### src/rtl/cr_kme_ctr_drbg_gen.sv
// rtl/cr_kme_ctr_drbg_gen.sv - CTR-mode AES-256 DRBG block generator with output FIFO
// Optional repeated-block health check: define CR_KME_DRNG_HEALTH_EN.
module cr_kme_ctr_drbg_gen #(
    parameter int BLK_PER_GEN = 2,
    parameter int FIFO_DEPTH  = 6,
    parameter int LIFE_W      = 48
) (
    input  logic              clk,
    input  logic              rst_n,
    input  logic              start,
    input  logic [383:0]      seed,
    input  logic [LIFE_W-1:0] seed_life,
    input  logic              zeroize,
    output logic [255:0]      key_out,
    output logic              key_vld,
    input  logic              key_stall,
    output logic [127:0]      ciph_in,
    output logic              ciph_in_vld,
    output logic              ciph_in_last,
    input  logic              ciph_in_stall,
    input  logic [127:0]      ciph_out,
    input  logic              ciph_out_vld,
    output logic [127:0]      drng_out,
    output logic              drng_valid,
    input  logic              drng_ack,
    output logic              seed_expired,
    output logic              drng_idle,
    output logic              fifo_overflow,
    output logic              fifo_underflow,
    output logic              health_fail
);
    localparam int CNT_W  = 4;
    localparam int PTR_W  = (FIFO_DEPTH > 1) ? $clog2(FIFO_DEPTH) : 1;
    localparam int FCNT_W = $clog2(FIFO_DEPTH + 1);
    localparam logic [CNT_W-1:0] N_C = CNT_W'(BLK_PER_GEN);
    localparam logic [CNT_W-1:0] M_C = CNT_W'(BLK_PER_GEN + 3);

    typedef enum logic [2:0] {EXPIRED, LOAD_KEY, WAIT_SPACE, SEND, COLLECT, DRAIN} state_t;

    state_t            state_q;
    logic [255:0]      key_q;
    logic [127:0]      v_q;
    logic [LIFE_W-1:0] gen_cnt_q, life_q;
    logic [CNT_W-1:0]  in_cnt_q, out_cnt_q;
    logic [127:0]      mem_q [FIFO_DEPTH];
    logic [PTR_W-1:0]  wr_ptr_q, rd_ptr_q;
    logic [FCNT_W-1:0] fcnt_q;
    logic              ovf_q, unf_q;

    logic              issue, ret, collecting, blk_hit, gen_done, expire;
    logic              fifo_full, fifo_empty, fifo_push, fifo_pop, push_ok, space_ok;
    logic [CNT_W-1:0]  j_cur;
    logic [CNT_W:0]    outstanding_d;
    logic [LIFE_W-1:0] gen_cnt_d, life_eff;

    function automatic logic [PTR_W-1:0] ptr_inc(input logic [PTR_W-1:0] p);
        return (p == PTR_W'(FIFO_DEPTH - 1)) ? '0 : p + PTR_W'(1);
    endfunction

    assign issue      = (state_q == SEND) && !ciph_in_stall;
    assign ret        = ciph_out_vld && (state_q inside {SEND, COLLECT, DRAIN});
    assign collecting = ciph_out_vld && (state_q inside {SEND, COLLECT});
    assign j_cur      = out_cnt_q + CNT_W'(1);
    assign gen_done   = collecting && (j_cur == M_C);

    // a life of zero still allows one generate
    assign life_eff  = (life_q == '0) ? LIFE_W'(1) : life_q;
    assign gen_cnt_d = gen_cnt_q + LIFE_W'(1);
    assign expire    = gen_cnt_d >= life_eff;

    // blocks still inside the engine once this cycle's handshakes complete
    assign outstanding_d = {1'b0, in_cnt_q} + (CNT_W+1)'(issue)
                         - {1'b0, out_cnt_q} - (CNT_W+1)'(ret);

    assign fifo_full  = fcnt_q == FCNT_W'(FIFO_DEPTH);
    assign fifo_empty = fcnt_q == '0;
    assign fifo_push  = collecting && (j_cur <= N_C) && !blk_hit && !zeroize;
    assign fifo_pop   = drng_ack && !fifo_empty && !zeroize;
    assign push_ok    = fifo_push && (!fifo_full || fifo_pop);
    assign space_ok   = ((FCNT_W+1)'(fcnt_q) + (FCNT_W+1)'(BLK_PER_GEN)) <= (FCNT_W+1)'(FIFO_DEPTH);

    assign key_vld        = state_q == LOAD_KEY;
    assign key_out        = key_vld ? key_q : '0;
    assign ciph_in_vld    = state_q == SEND;
    assign ciph_in        = ciph_in_vld ? (v_q + 128'(in_cnt_q) + 128'd1) : '0;
    assign ciph_in_last   = ciph_in_vld && (in_cnt_q == M_C - CNT_W'(1));
    assign drng_valid     = !fifo_empty;
    assign drng_out       = fifo_empty ? '0 : mem_q[rd_ptr_q];
    assign seed_expired   = state_q == EXPIRED;
    assign drng_idle      = (state_q == EXPIRED) || (state_q == WAIT_SPACE);
    assign fifo_overflow  = ovf_q;
    assign fifo_underflow = unf_q;

`ifdef CR_KME_DRNG_HEALTH_EN
    logic [127:0] prev_q;
    logic         prev_vld_q;
    logic         health_q;

    assign blk_hit     = collecting && (j_cur <= N_C) && prev_vld_q && (ciph_out == prev_q);
    assign health_fail = health_q;

    always_ff @(posedge clk or negedge rst_n) begin
        if (!rst_n) begin
            prev_q     <= '0;
            prev_vld_q <= 1'b0;
            health_q   <= 1'b0;
        end else if (zeroize) begin
            prev_q     <= '0;
            prev_vld_q <= 1'b0;
            health_q   <= 1'b0;
        end else if (state_q == EXPIRED && start && !health_q) begin
            prev_q     <= '0;
            prev_vld_q <= 1'b0;
        end else if (collecting && (j_cur <= N_C)) begin
            if (blk_hit) begin
                health_q <= 1'b1;
            end else begin
                prev_q     <= ciph_out;
                prev_vld_q <= 1'b1;
            end
        end
    end
`else
    assign blk_hit     = 1'b0;
    assign health_fail = 1'b0;
`endif

    always_ff @(posedge clk) begin
        if (push_ok) mem_q[wr_ptr_q] <= ciph_out;
    end

    always_ff @(posedge clk or negedge rst_n) begin
        if (!rst_n) begin
            wr_ptr_q <= '0;
            rd_ptr_q <= '0;
            fcnt_q   <= '0;
            ovf_q    <= 1'b0;
            unf_q    <= 1'b0;
        end else begin
            ovf_q <= fifo_push && fifo_full && !fifo_pop;
            unf_q <= drng_ack && fifo_empty;
            if (zeroize) begin
                wr_ptr_q <= '0;
                rd_ptr_q <= '0;
                fcnt_q   <= '0;
            end else begin
                if (push_ok)  wr_ptr_q <= ptr_inc(wr_ptr_q);
                if (fifo_pop) rd_ptr_q <= ptr_inc(rd_ptr_q);
                fcnt_q <= fcnt_q + FCNT_W'(push_ok) - FCNT_W'(fifo_pop);
            end
        end
    end

    always_ff @(posedge clk or negedge rst_n) begin
        if (!rst_n) begin
            state_q   <= EXPIRED;
            key_q     <= '0;
            v_q       <= '0;
            gen_cnt_q <= '0;
            life_q    <= '0;
            in_cnt_q  <= '0;
            out_cnt_q <= '0;
        end else if (zeroize) begin
            key_q     <= '0;
            v_q       <= '0;
            gen_cnt_q <= '0;
            if (outstanding_d != '0) begin
                state_q   <= DRAIN;
                in_cnt_q  <= in_cnt_q + CNT_W'(issue);
                out_cnt_q <= out_cnt_q + CNT_W'(ret);
            end else begin
                state_q   <= EXPIRED;
                in_cnt_q  <= '0;
                out_cnt_q <= '0;
            end
        end else begin
            case (state_q)
                EXPIRED: begin
                    key_q     <= seed[383:128];
                    v_q       <= seed[127:0];
                    gen_cnt_q <= '0;
                    if (start && !health_fail) begin
                        life_q  <= seed_life;
                        state_q <= LOAD_KEY;
                    end
                end
                LOAD_KEY: begin
                    if (!key_stall) state_q <= WAIT_SPACE;
                end
                WAIT_SPACE: begin
                    if (space_ok) state_q <= SEND;
                end
                SEND, COLLECT: begin
                    if (issue) begin
                        in_cnt_q <= in_cnt_q + CNT_W'(1);
                        if (in_cnt_q == M_C - CNT_W'(1)) state_q <= COLLECT;
                    end
                    // ciphertexts past the FIFO blocks become the next key and V
                    if (collecting) begin
                        out_cnt_q <= j_cur;
                        if (j_cur == N_C + CNT_W'(1)) key_q[255:128] <= ciph_out;
                        if (j_cur == N_C + CNT_W'(2)) key_q[127:0]   <= ciph_out;
                        if (j_cur == M_C)             v_q            <= ciph_out;
                    end
                    if (gen_done) begin
                        gen_cnt_q <= gen_cnt_d;
                        in_cnt_q  <= '0;
                        out_cnt_q <= '0;
                        state_q   <= (expire || health_fail) ? EXPIRED : LOAD_KEY;
                    end
                end
                DRAIN: begin
                    if (ret) out_cnt_q <= out_cnt_q + CNT_W'(1);
                    if (outstanding_d == '0) begin
                        state_q   <= EXPIRED;
                        in_cnt_q  <= '0;
                        out_cnt_q <= '0;
                    end
                end
                default: state_q <= EXPIRED;
            endcase
        end
    end
endmodule

### config.mk
export PLATFORM = sky130hd
export DESIGN_NAME = cr_kme_ctr_drbg_gen
export DESIGN_NICKNAME = d
export VERILOG_FILES = /design/src/rtl/cr_kme_ctr_drbg_gen.sv
export SDC_FILE = /design/constraint.sdc
export NUM_CORES = 2
export LEC_CHECK = 0
export CAP_MARGIN = 5
export CELL_PAD_IN_SITES_DETAIL_PLACEMENT = 0
export CELL_PAD_IN_SITES_GLOBAL_PLACEMENT = 2
export CORE_AREA = 2 2 418 420
export CTS_CLUSTER_DIAMETER = 40
export DETAILED_ROUTE_END_ITERATION = 10
export DIE_AREA = 0 0 420 422
export DONT_BUFFER_PORTS = 1
export PLACE_DENSITY_LB_ADDON = 0.1
export SKIP_LAST_GASP = 1
export SLEW_MARGIN = 5
export SYNTH_ARGS = -nofsm -noshare
export SYNTH_HDL_FRONTEND = slang
export SYNTH_SLANG_ARGS = --single-unit
### constraint.sdc
create_clock -name clk -period 22.3 [get_ports clk]
set_input_delay 1.115 -clock clk [delete_from_list [all_inputs] [get_ports clk]]
set_output_delay 1.115 -clock clk [all_outputs]
set_load 0.01 [all_outputs]
==> results.ini <==
[yosys]
yosysMostFrequentCell = edfxtp_1
synth_edf_count = 768
yosys.area_share.simple_pct = 13.1
async_reset_ff_share_pct = 39.5
muxShareOfSynthArea_pct = 10.2
syn-cell-area_um2 = 60500
syn_nets = 5683
synth-xor-area-share_pct = 1.55
synth_common_cells = edfxtp_1, dfrtp_1, a21oi_1
yosysSeqAreaShare_pct = 58.9
synthFlopType = edfxtp_1
yosys.area.top_type = edfxtp_1
syn-instance-count = 5034
synth_top_family_by_area = simple AND/OR/NAND/NOR gates
ys_warn_count = 0
ys_types = 70
synth_compound_area_share_pct = 11.6
synth_adder_area_share_pct = 1.74
synth_area_per_cell_um2 = 12.0
netlist.area_leader.share_pct = 38.1
ys_ff_latch = 1270
yosys-top-cells-area = edfxtp_1, dfrtp_1, mux4_2

[run_status]
violations = slew limit
status = complete, but fails checks

[power_and_ir_drop]
internal-power_mw = 5.94
p_leak_nw = 25.2
netSwitchingFraction_pct = 36.4
peakVddDrop_uv = 78.9
power.density_nw_per_um2 = 132
pwr-share-comb_pct = 26.5
clkPwrFrac_pct = 38.3
seqPwrFrac_pct = 35.1
switchingPower_mw = 3.40

[timing]
clock_skew_ps = 44.1
setup_slack_ps = 15600
max_freq_ghz = 0.149
finalCritPeriodShare_pct = 30.1
slew_violations = 134
period_minus_slack_ps = 6700
worst_pin_slew_ps = 1780
slew_headroom_pct = -18.8
grt_setup_unrepaired = no
fin_tns_setup_ps = 0
setup_viol = 0
hold_violations = 0

[worst_setup_path]
arrival_ps = 5590
crit_slowest_cell = nor4_2
critical_path.max_fanout = 24
end_kind = primary output
crit_type = flip-flop to primary output
path_common_cell = or4_1
critPathLaunchType = flip-flop
worstPathCellList = nand4_1, nor4_2, o2111ai_4, buf_4, or4_1, or4_1, a21oi_1
max_stage_delay_ps = 1030
critical_path_required_ps = 21190

[drt]
post_drt_wl_per_cell_um = 32.3
dr.pass1.iters = 5
first_iter_violations = 3420
route.detailed.drc = 0
viasPerCell = 5.60
drt_wl_total_mm = 242
num_vias = 42000
ant_nets = 0

[global_routing]
first_global_vias = 41000
grtUsageTotal_pct = 26.7
grt_max_degree = 412
antenna_found_initial = 32
grt_pass1_wl_mm = 337
grt_overflow = 0

[cts]
insertion_delay_ps = 870
cts_made_buffers = 222
cts_resized = 0
cts_max_level = 4
cts-root-buf = clkbuf_16
clkSlewWorstSetupHoldPaths_ps = 60
cts_tree = yes
hold_buffers = 1
cts_sinks = 1270
post_cts_buffers = 0
clock_path_buffers = 3

[floorplanning]
initial_core_util_pct = 35.0
die_area_um2 = 177000
die_h_um = 422
die_w_um = 420
num_rows = 153
core_area_um2 = 173000
ios = 1089

[placement]
gp_congestion = 0.937
hpwl_mm = 170
io_buffer_count = 0
dpl_worst_slack_ps = 16340

[job]
drv_cap = 0

[cells_and_area]
nets = 5612
layout-drive-gt1-share_pct = 15.6
area.growth.synth_to_final_pct = 17.1

[min_path]
hold_path_class = primary input to async pin

logic make-up (layout without fill, tap and decap cells):
logic type / after synthesis / count (layout)
AOI/OAI and AO/OA: 1119 / 1119
xor gates and xnor gates: 107 / 107
adders and majority gates: 81 / 81
buffers and inverters: 454 / 584
DFF: 1270 / 1270
muxes: 435 / 435
other: 1 / 16
and+or+nand+nor: 1567 / 1567
registers in the layout, indices dropped and copies added (netlist names):
register        cells
mem_q             768
state_q             3
key_q             256
wr_ptr_q            3
life_q             48
out_cnt_q           4
v_q               128
gen_cnt_q          48
in_cnt_q            4
fifo_underflow      1
fifo_overflow       1
fcnt_q              3
rd_ptr_q            3
per-stage QoR:
stage | hold slack [ps] | instances | utilization, % | area (µm²) | power [mW]
2_1_floorplan | 440 | 5034 | - | 60500 | 4.85
3_3_place_gp | 451 | 7063 | 36.3 | 62700 | 5.81
3_5_place_dp | 457 | 7063 | 36.3 | 62700 | 5.83
4_1_cts | 25.0 | 7489 | 40.9 | 70800 | 9.46
5_1_grt | 38.8 | 7497 | 40.9 | 70800 | 9.79
6_report | 137 | 7504 | 40.9 | 70800 | 9.34
cells in the final DEF, fill, tap and decap left out, types with 73 or more instances in the layout:
cell type  netlist  layout
nor2b_1        139     139
nand3_1         75      73
buf_4            1      75
ha_1            76      76
a21oi_1        480     479
clkbuf_16        0     225
mux2i_1        130     130
o31ai_1        323     323
mux2_2         169     169
inv_1           79      78
dfrtp_1        502     499
nor2_1         381     380
mux4_2         128     128
and2_1         279     279
edfxtp_1       768     768
o21ai_0         89      89
nand2_1        373     373
a211oi_1       137     137
area by class of cell:
class / instances / area [µm²]
antenna: 15 / 37.5
clock buffer: 250 / 5790
multi-input combinational: 3310 / 23300
sequential: 1270 / 35600
fill: 16400 / 102000
timing repair buffer: 79 / 651
inverter: 80 / 300
tap: 2325 / 2910
clock inverter: 175 / 2180
critical path, delay by kind of cell (launching register included):
kind	cells	cell delay (ps)
AO/OA/AOI/OAI	2	910
buffers and inverters	1	300
AND/OR/NAND/NOR	4	3060
flip-flops	1	440
metal layers:
layer / GRT usage (%) / share of wire [%] / routed length, µm / up-vias
met5: 0 / 0.046 / 111 / -
met4: 8.41 / 3.1 / 7500 / 20
met3: 6.31 / 6.4 / 15500 / 319
met2: 45.4 / 50 / 121000 / 1278
met1: 33.5 / 40 / 97600 / 21600
li1: - / - / - / 18700
power by group through the flow:
| stage | logic, mW | registers (mW) | clock network, mW |
|---|---|---|---|
| 2_1_floorplan | 1.75 | 3.11 | 0 |
| 3_5_place_dp | 2.51 | 3.33 | 0 |
| 4_1_cts | 2.52 | 3.28 | 3.65 |
| 5_1_grt | 2.69 | 3.34 | 3.76 |
| 3_3_place_gp | 2.50 | 3.32 | 0 |
| 6_report | 2.48 | 3.28 | 3.58 |
worst paths after layout:
path	start	endpoint	slack, ps	depth (start not counted)
min in group clk	ciph_out[44]	mem_q[5][44]	340	0
setup / recovery	v_q[21]	ciph_in[96]	15600	7
max in group asynchronous	rst_n	v_q[115]	20890	0
setup reg to reg	state_q[2]	in_cnt_q[2]	16640	16
hold / removal	rst_n	v_q[43]	140	0
hold reg to reg	key_q[30]	key_q[30]	460	2
(Power assumes the default switching activity.)
